[src/rtl/axi_line_master.sv]
// Cache-line AXI4 master: each accepted line request becomes one INCR burst
// (AW/W/B or AR/R) and ends in a single response pulse with refill data and error flag.
module axi_line_master #(
  parameter int              ADDR_W = 32,
  parameter int              DATA_W = 32,
  parameter int              BEATS  = 4,
  parameter int              ID_W   = 4,
  parameter logic [ID_W-1:0] AXI_ID = '0
) (
  input  logic                    clk_i,
  input  logic                    rst_ni,
  input  logic                    req_valid_i,
  output logic                    req_ready_o,
  input  logic                    req_we_i,
  input  logic [ADDR_W-1:0]       req_addr_i,
  input  logic [BEATS*DATA_W-1:0] req_wdata_i,
  output logic                    resp_valid_o,
  output logic                    resp_err_o,
  output logic [BEATS*DATA_W-1:0] resp_rdata_o,
  output logic                    m_axi_awvalid,
  input  logic                    m_axi_awready,
  output logic [ADDR_W-1:0]       m_axi_awaddr,
  output logic [ID_W-1:0]         m_axi_awid,
  output logic [7:0]              m_axi_awlen,
  output logic [2:0]              m_axi_awsize,
  output logic [1:0]              m_axi_awburst,
  output logic                    m_axi_wvalid,
  input  logic                    m_axi_wready,
  output logic [DATA_W-1:0]       m_axi_wdata,
  output logic [DATA_W/8-1:0]     m_axi_wstrb,
  output logic                    m_axi_wlast,
  input  logic                    m_axi_bvalid,
  output logic                    m_axi_bready,
  input  logic [1:0]              m_axi_bresp,
  input  logic [ID_W-1:0]         m_axi_bid,
  output logic                    m_axi_arvalid,
  input  logic                    m_axi_arready,
  output logic [ADDR_W-1:0]       m_axi_araddr,
  output logic [ID_W-1:0]         m_axi_arid,
  output logic [7:0]              m_axi_arlen,
  output logic [2:0]              m_axi_arsize,
  output logic [1:0]              m_axi_arburst,
  input  logic                    m_axi_rvalid,
  output logic                    m_axi_rready,
  input  logic [DATA_W-1:0]       m_axi_rdata,
  input  logic [1:0]              m_axi_rresp,
  input  logic [ID_W-1:0]         m_axi_rid,
  input  logic                    m_axi_rlast
);

  // state | meaning
  // IDLE  | waiting for a line request, req_ready_o high
  // AW    | write address presented until awready
  // W     | streaming write beats, wlast on the final beat
  // B     | waiting for the write response
  // AR    | read address presented until arready
  // R     | collecting read beats into the line buffer
  // RESP  | one-cycle completion pulse
  typedef enum logic [2:0] {S_IDLE, S_AW, S_W, S_B, S_AR, S_R, S_RESP} state_t;

  localparam int LINE_W = BEATS * DATA_W;
  localparam int CNT_W  = $clog2(BEATS);
  localparam logic [CNT_W-1:0]  CNT_LAST = CNT_W'(BEATS - 1);
  localparam logic [ADDR_W-1:0] OFF_MASK = ADDR_W'(LINE_W / 8 - 1);

  state_t              state_q, state_nxt;
  logic [ADDR_W-1:0]   addr_q;
  logic [LINE_W-1:0]   line_q;
  logic [LINE_W-1:0]   line_merge;
  logic [LINE_W-1:0]   rdata_q;
  logic [CNT_W-1:0]    cnt_q;
  logic                err_q;
  logic                cnt_last;
  logic                r_err;
  logic                r_exit;

  assign cnt_last = (cnt_q == CNT_LAST);
  assign r_err    = (m_axi_rresp != 2'b00) | (m_axi_rid != AXI_ID) | (m_axi_rlast != cnt_last);
  assign r_exit   = m_axi_rlast | cnt_last;

  always_comb begin
    line_merge = line_q;
    line_merge[int'(cnt_q)*DATA_W +: DATA_W] = m_axi_rdata;
  end

  always_ff @(posedge clk_i or negedge rst_ni) begin
    if (!rst_ni) state_q <= S_IDLE;
    else         state_q <= state_nxt;
  end

  always_comb begin
    state_nxt = state_q;
    case (state_q)
      S_IDLE: if (req_valid_i) state_nxt = req_we_i ? S_AW : S_AR;
      S_AW:   if (m_axi_awready) state_nxt = S_W;
      S_W:    if (m_axi_wready && cnt_last) state_nxt = S_B;
      S_B:    if (m_axi_bvalid) state_nxt = S_RESP;
      S_AR:   if (m_axi_arready) state_nxt = S_R;
      S_R:    if (m_axi_rvalid && r_exit) state_nxt = S_RESP;
      S_RESP: state_nxt = S_IDLE;
      default: state_nxt = S_IDLE;
    endcase
  end

  always_comb begin
    req_ready_o   = 1'b0;
    m_axi_awvalid = 1'b0;
    m_axi_wvalid  = 1'b0;
    m_axi_bready  = 1'b0;
    m_axi_arvalid = 1'b0;
    m_axi_rready  = 1'b0;
    resp_valid_o  = 1'b0;
    case (state_q)
      S_IDLE: req_ready_o   = 1'b1;
      S_AW:   m_axi_awvalid = 1'b1;
      S_W:    m_axi_wvalid  = 1'b1;
      S_B:    m_axi_bready  = 1'b1;
      S_AR:   m_axi_arvalid = 1'b1;
      S_R:    m_axi_rready  = 1'b1;
      S_RESP: resp_valid_o  = 1'b1;
      default: ;
    endcase
  end

  // The line buffer doubles as write source and read assembly area; the
  // response register is only updated on the final read beat so it holds.
  always_ff @(posedge clk_i or negedge rst_ni) begin
    if (!rst_ni) begin
      addr_q  <= '0;
      line_q  <= '0;
      rdata_q <= '0;
      cnt_q   <= '0;
      err_q   <= 1'b0;
    end else begin
      case (state_q)
        S_IDLE: if (req_valid_i) begin
          addr_q <= req_addr_i & ~OFF_MASK;
          line_q <= req_wdata_i;
          cnt_q  <= '0;
          err_q  <= 1'b0;
        end
        S_W: if (m_axi_wready) cnt_q <= cnt_q + 1'b1;
        S_B: if (m_axi_bvalid) err_q <= err_q | (m_axi_bresp != 2'b00) | (m_axi_bid != AXI_ID);
        S_R: if (m_axi_rvalid) begin
          line_q <= line_merge;
          err_q  <= err_q | r_err;
          cnt_q  <= cnt_q + 1'b1;
          if (r_exit) rdata_q <= line_merge;
        end
        default: ;
      endcase
    end
  end

  assign resp_err_o    = resp_valid_o & err_q;
  assign resp_rdata_o  = rdata_q;

  assign m_axi_awaddr  = addr_q;
  assign m_axi_awid    = AXI_ID;
  assign m_axi_awlen   = 8'(BEATS - 1);
  assign m_axi_awsize  = 3'($clog2(DATA_W / 8));
  assign m_axi_awburst = 2'b01;
  assign m_axi_wdata   = line_q[int'(cnt_q)*DATA_W +: DATA_W];
  assign m_axi_wstrb   = '1;
  assign m_axi_wlast   = cnt_last;
  assign m_axi_araddr  = addr_q;
  assign m_axi_arid    = AXI_ID;
  assign m_axi_arlen   = 8'(BEATS - 1);
  assign m_axi_arsize  = 3'($clog2(DATA_W / 8));
  assign m_axi_arburst = 2'b01;

endmodule

[config.mk]
export PLATFORM = sky130hd
export DESIGN_NAME = axi_line_master
export DESIGN_NICKNAME = d
export VERILOG_FILES = /design/src/rtl/axi_line_master.sv
export SDC_FILE = /design/constraint.sdc
export NUM_CORES = 1
export LEC_CHECK = 0
export CORE_AREA = 2 2 187 189
export CTS_BUF_LIST = sky130_fd_sc_hd__clkbuf_4 sky130_fd_sc_hd__clkbuf_8 sky130_fd_sc_hd__clkbuf_16
export CTS_CLUSTER_SIZE = 8
export DETAILED_ROUTE_END_ITERATION = 7
export DIE_AREA = 0 0 189 191
export PLACE_DENSITY_LB_ADDON = 0.12
export SKIP_LAST_GASP = 1
export SLEW_MARGIN = 20
export SYNTH_ARGS = -nofsm -noshare
export SYNTH_HDL_FRONTEND = slang
export SYNTH_SLANG_ARGS = --single-unit
[constraint.sdc]
create_clock -name clk_i -period 2.8 [get_ports clk_i]
set_input_delay 0.28 -clock clk_i [delete_from_list [all_inputs] [get_ports clk_i]]
set_output_delay 0.28 -clock clk_i [all_outputs]
set_load 0.01 [all_outputs]
==> metrics <==
status=completed; net switching power=8205 uW; kind of start point of the critical path=flop; gr usage total=0.2952; Initial DRC Count=roughly 900; Syn Area/Cell=9.754 sq um; Crit path buffers/inverters=2; DRC viols=0; Placeable Area=between 0.03 and 0.04 sq mm; Pwr per Cell Area=between 1000 and 1500 mW/mm^2; setup ws final=0.1740 ns; leakage power total=0.008841 uW; # rows=68; worst-margin pin slew=0.9425 ns; Post-synth EDFFs=0; R2R Setup Slk=between 0.3 and 0.4 ns; Switching Fraction=0.3597; TritonCTS clock tree=done; post-synthesis sequential area ratio=0.4847; Synth area leaders=dfrtp_1, o21ai_0, nand2_1; Clk pwr share=0.201; vias in the first global route=between 10000 and 15000; die area=0.03610 sq mm; mux cell area share after synthesis=0.06995; Total Power=approximately 23000 uW; Final setup viols=0; RD Place Congestion=0.8563; final net count=2137; Relative slew margins=0.3716; clk_skew=0.01012 ns; post-synthesis register bit count=a little under 300; Reg power frac=0.322; worst hold slack=between 0.2 and 0.3 ns; Max Cap Viol=0; largest family of logic cells by synthesized area=compound AO/OA/AOI/OAI gates; Post-Synth XOR/XNOR Area=0.0005850; CP delay by family, top=buffers and inverters; design area=just over 0.02 sq mm; Worst EP arrival=2.35 ns; CTS max path bufs=3; Post-Synth Adder-Cell Area=0.005014; Post-DP Area=0.01953 sq mm; Internal=around 15000 uW; clock sinks=290; maximum vdd drop=~0.00060 V; synth-to-layout area growth=38.43%; final worst path period need=roughly 2.6 ns; Hold Crit Class=input pin to asynchronous set/reset pin; Cell variety after synth=47; CTS clk-pin slew, worst paths=approximately 0.050 ns; Worst path max stage delay=between 0.5 and 0.6 ns; total global routing overflow=0; share of layout cells above drive strength 1=0.09995; Logic pwr share=0.478; Reg2Reg Depth=5; RSZ-0062 raised after global routing=no; Final Hold Vio Count=0; CTS Buf Count=42; Synth Area in Compound Gates=0.2189; Detailed Place HPWL=36.58 mm; crit path cell chain=buf_4 > mux4_2 > clkdlybuf4s50_1; Port-buffer cells=about 430; share of the synthesized area in the top cell type=0.4847; period utilisation layout=0.9378; crit-path max FO=10; Crit-path slowest cell=mux4_2; fmax=between 0.3 and 0.4 GHz; vias per inst=about 5.7; Place WS=0.4077 ns; total negative setup slack=0 ns; drt first pass iters=5; CTS root buffer=clkbuf_16; first-pass GRT wire length=a little over 80 mm; Post-Synth Simple-Gate Area=0.1432; Slew Limit Fails=0; Critical R2R Capture=resp_rdata_o[41]$_DFFE_PN0P_; Die X=~190 um; Main synth FF type=dfrtp_1; H-tree lvl count=2; worst skew pair latency=0.52 ns; Mapped Area=0.01497 sq mm; Initial Util=0.4388; most instantiated cells after synthesis=dfrtp_1, nand2_1, o21ai_0, a21oi_1, nor2b_1; # IOs=485; async set-or-reset flop fraction in the synthesized netlist=1.000; multi-input logic area=between 0.006 and 0.007 sq mm; antenna violations before repair=5; Antenna Nets Post-Route=0; final wirelength=54.32 mm; Fillers=roughly 2900; register area=between 0.007 and 0.008 sq mm; Worst R2R Start=cnt_q[0]$_DFFE_PN0P_; Critical Path Sink Type=output pin; detailed-route via count=between 10000 and 15000; die height=about 190 um; Synth Warn #=0; CP required=between 2 and 3 ns; most frequent cell after synthesis=dfrtp_1; dominant cell type by area after synthesis=dfrtp_1; maximum number of pins on one net before global-route repair=approximately 260; Synth Instances=between 1500 and 2000; Setup CP Type=flop to output pin; drt wl/cell=between 20 and 25 um
## metal layers
metal	up-vias	track usage	wire length (um)
li1	6086	-	-
met1	6665	0.3792	21950
met3	111	0.06738	4519
met4	2	0.1022	1707
met2	651	0.4920	26120
met5	-	0	13
## cells by family (layout without fill, tap and decap cells)
| group | after synthesis | in the layout |
|---|---|---|
| compound gates | 537 | 537 |
| xor+xnor | 1 | 1 |
| fa+ha+maj | 6 | 6 |
| buf+inv | 208 | 550 |
| flops | 290 | 290 |
| mux | 61 | 61 |
| other cells | 2 | 51 |
| simple gates | 430 | 430 |
## worst max-delay path by stage
stage,start,cells after the start,endpoint
3_3_place_gp,req_valid_i,7,line_q[24]$_DFFE_PN0P_
5_1_grt,cnt_q[0]$_DFFE_PN0P_,3,m_axi_wdata[1]
3_5_place_dp,req_valid_i,7,line_q[16]$_DFFE_PN0P_
2_1_floorplan,cnt_q[1]$_DFFE_PN0P_,9,resp_rdata_o[2]$_DFFE_PN0P_
6_report,cnt_q[0]$_DFFE_PN0P_,3,m_axi_wdata[0]
4_1_cts,cnt_q[0]$_DFFE_PN0P_,3,m_axi_wdata[1]
## sequential cells by signal (all words and copies together), names as in the netlist
register	count
m_axi_araddr	28
cnt_q	2
err_q	1
line_q	128
state_q	3
resp_rdata_o	128
## layout by cell type (no fill, tap or decap), types with 2 or more instances in the layout
cell type and count:
nor2_1 4, clkbuf_16 45, ha_2 4, mux2_2 29
mux4_2 32, a22o_1 75, and2_1 8, o21ai_4 4
and3_1 32, dfrtp_1 288, inv_1 3, nor4_1 2
and4_2 2, a22oi_1 21, clkbuf_4 2, clkdlybuf4s50_1 433
buf_4 54, nand4b_1 2, a31oi_1 3, o2bb2ai_1 53
o211ai_1 2, nand3_1 2, nand4_1 2, o21ai_0 205
nand2_1 230, nor2b_1 132, conb_1 46, nor3_1 4
nor3b_1 3, buf_12 9, diode_2 5, a21oi_1 166
ha_1 2
## final cells by class
cell class,instances,share of cell area
Multi-Input combinational cell,1081,0.3268
Inverter,4,0.0007245
Timing Repair Buffer,498,0.2386
Clock buffer,47,0.05506
Tap cell,455,0.02747
Sequential cell,290,0.3504
Clock inverter,1,0.0003622
Antenna cell,5,0.0006037
## metrics by stage
step | util | instances
2_1_floorplan | - | 1579
4_1_cts | 0.6071 | 2376
3_5_place_dp | 0.5725 | 2324
5_1_grt | 0.6073 | 2379
3_3_place_gp | 0.5725 | 2324
6_report | 0.6075 | 2381
## timing repair
| item | CTS | global route |
|---|---|---|
| setup buffers | 3 | 0 |
| hold buffers | 1 | 0 |
| setup endpoints to repair | 15 | 0 |
| hold endpoints to repair | 49 | 0 |
| gates resized for setup | 0 | 0 |
## power by group through the flow
stage | registers [uW] | clock network, uW | logic (uW)
detailed placement | 7400 | 0 | 10800
global placement | 7350 | 0 | 10700
floorplan | 7370 | 0 | 5520
finish | 7340 | 4580 | 10900
CTS | 7340 | 4630 | 10900
global route | 7570 | 4800 | 11700
No activity file was read; power rests on OpenSTA's default activity.
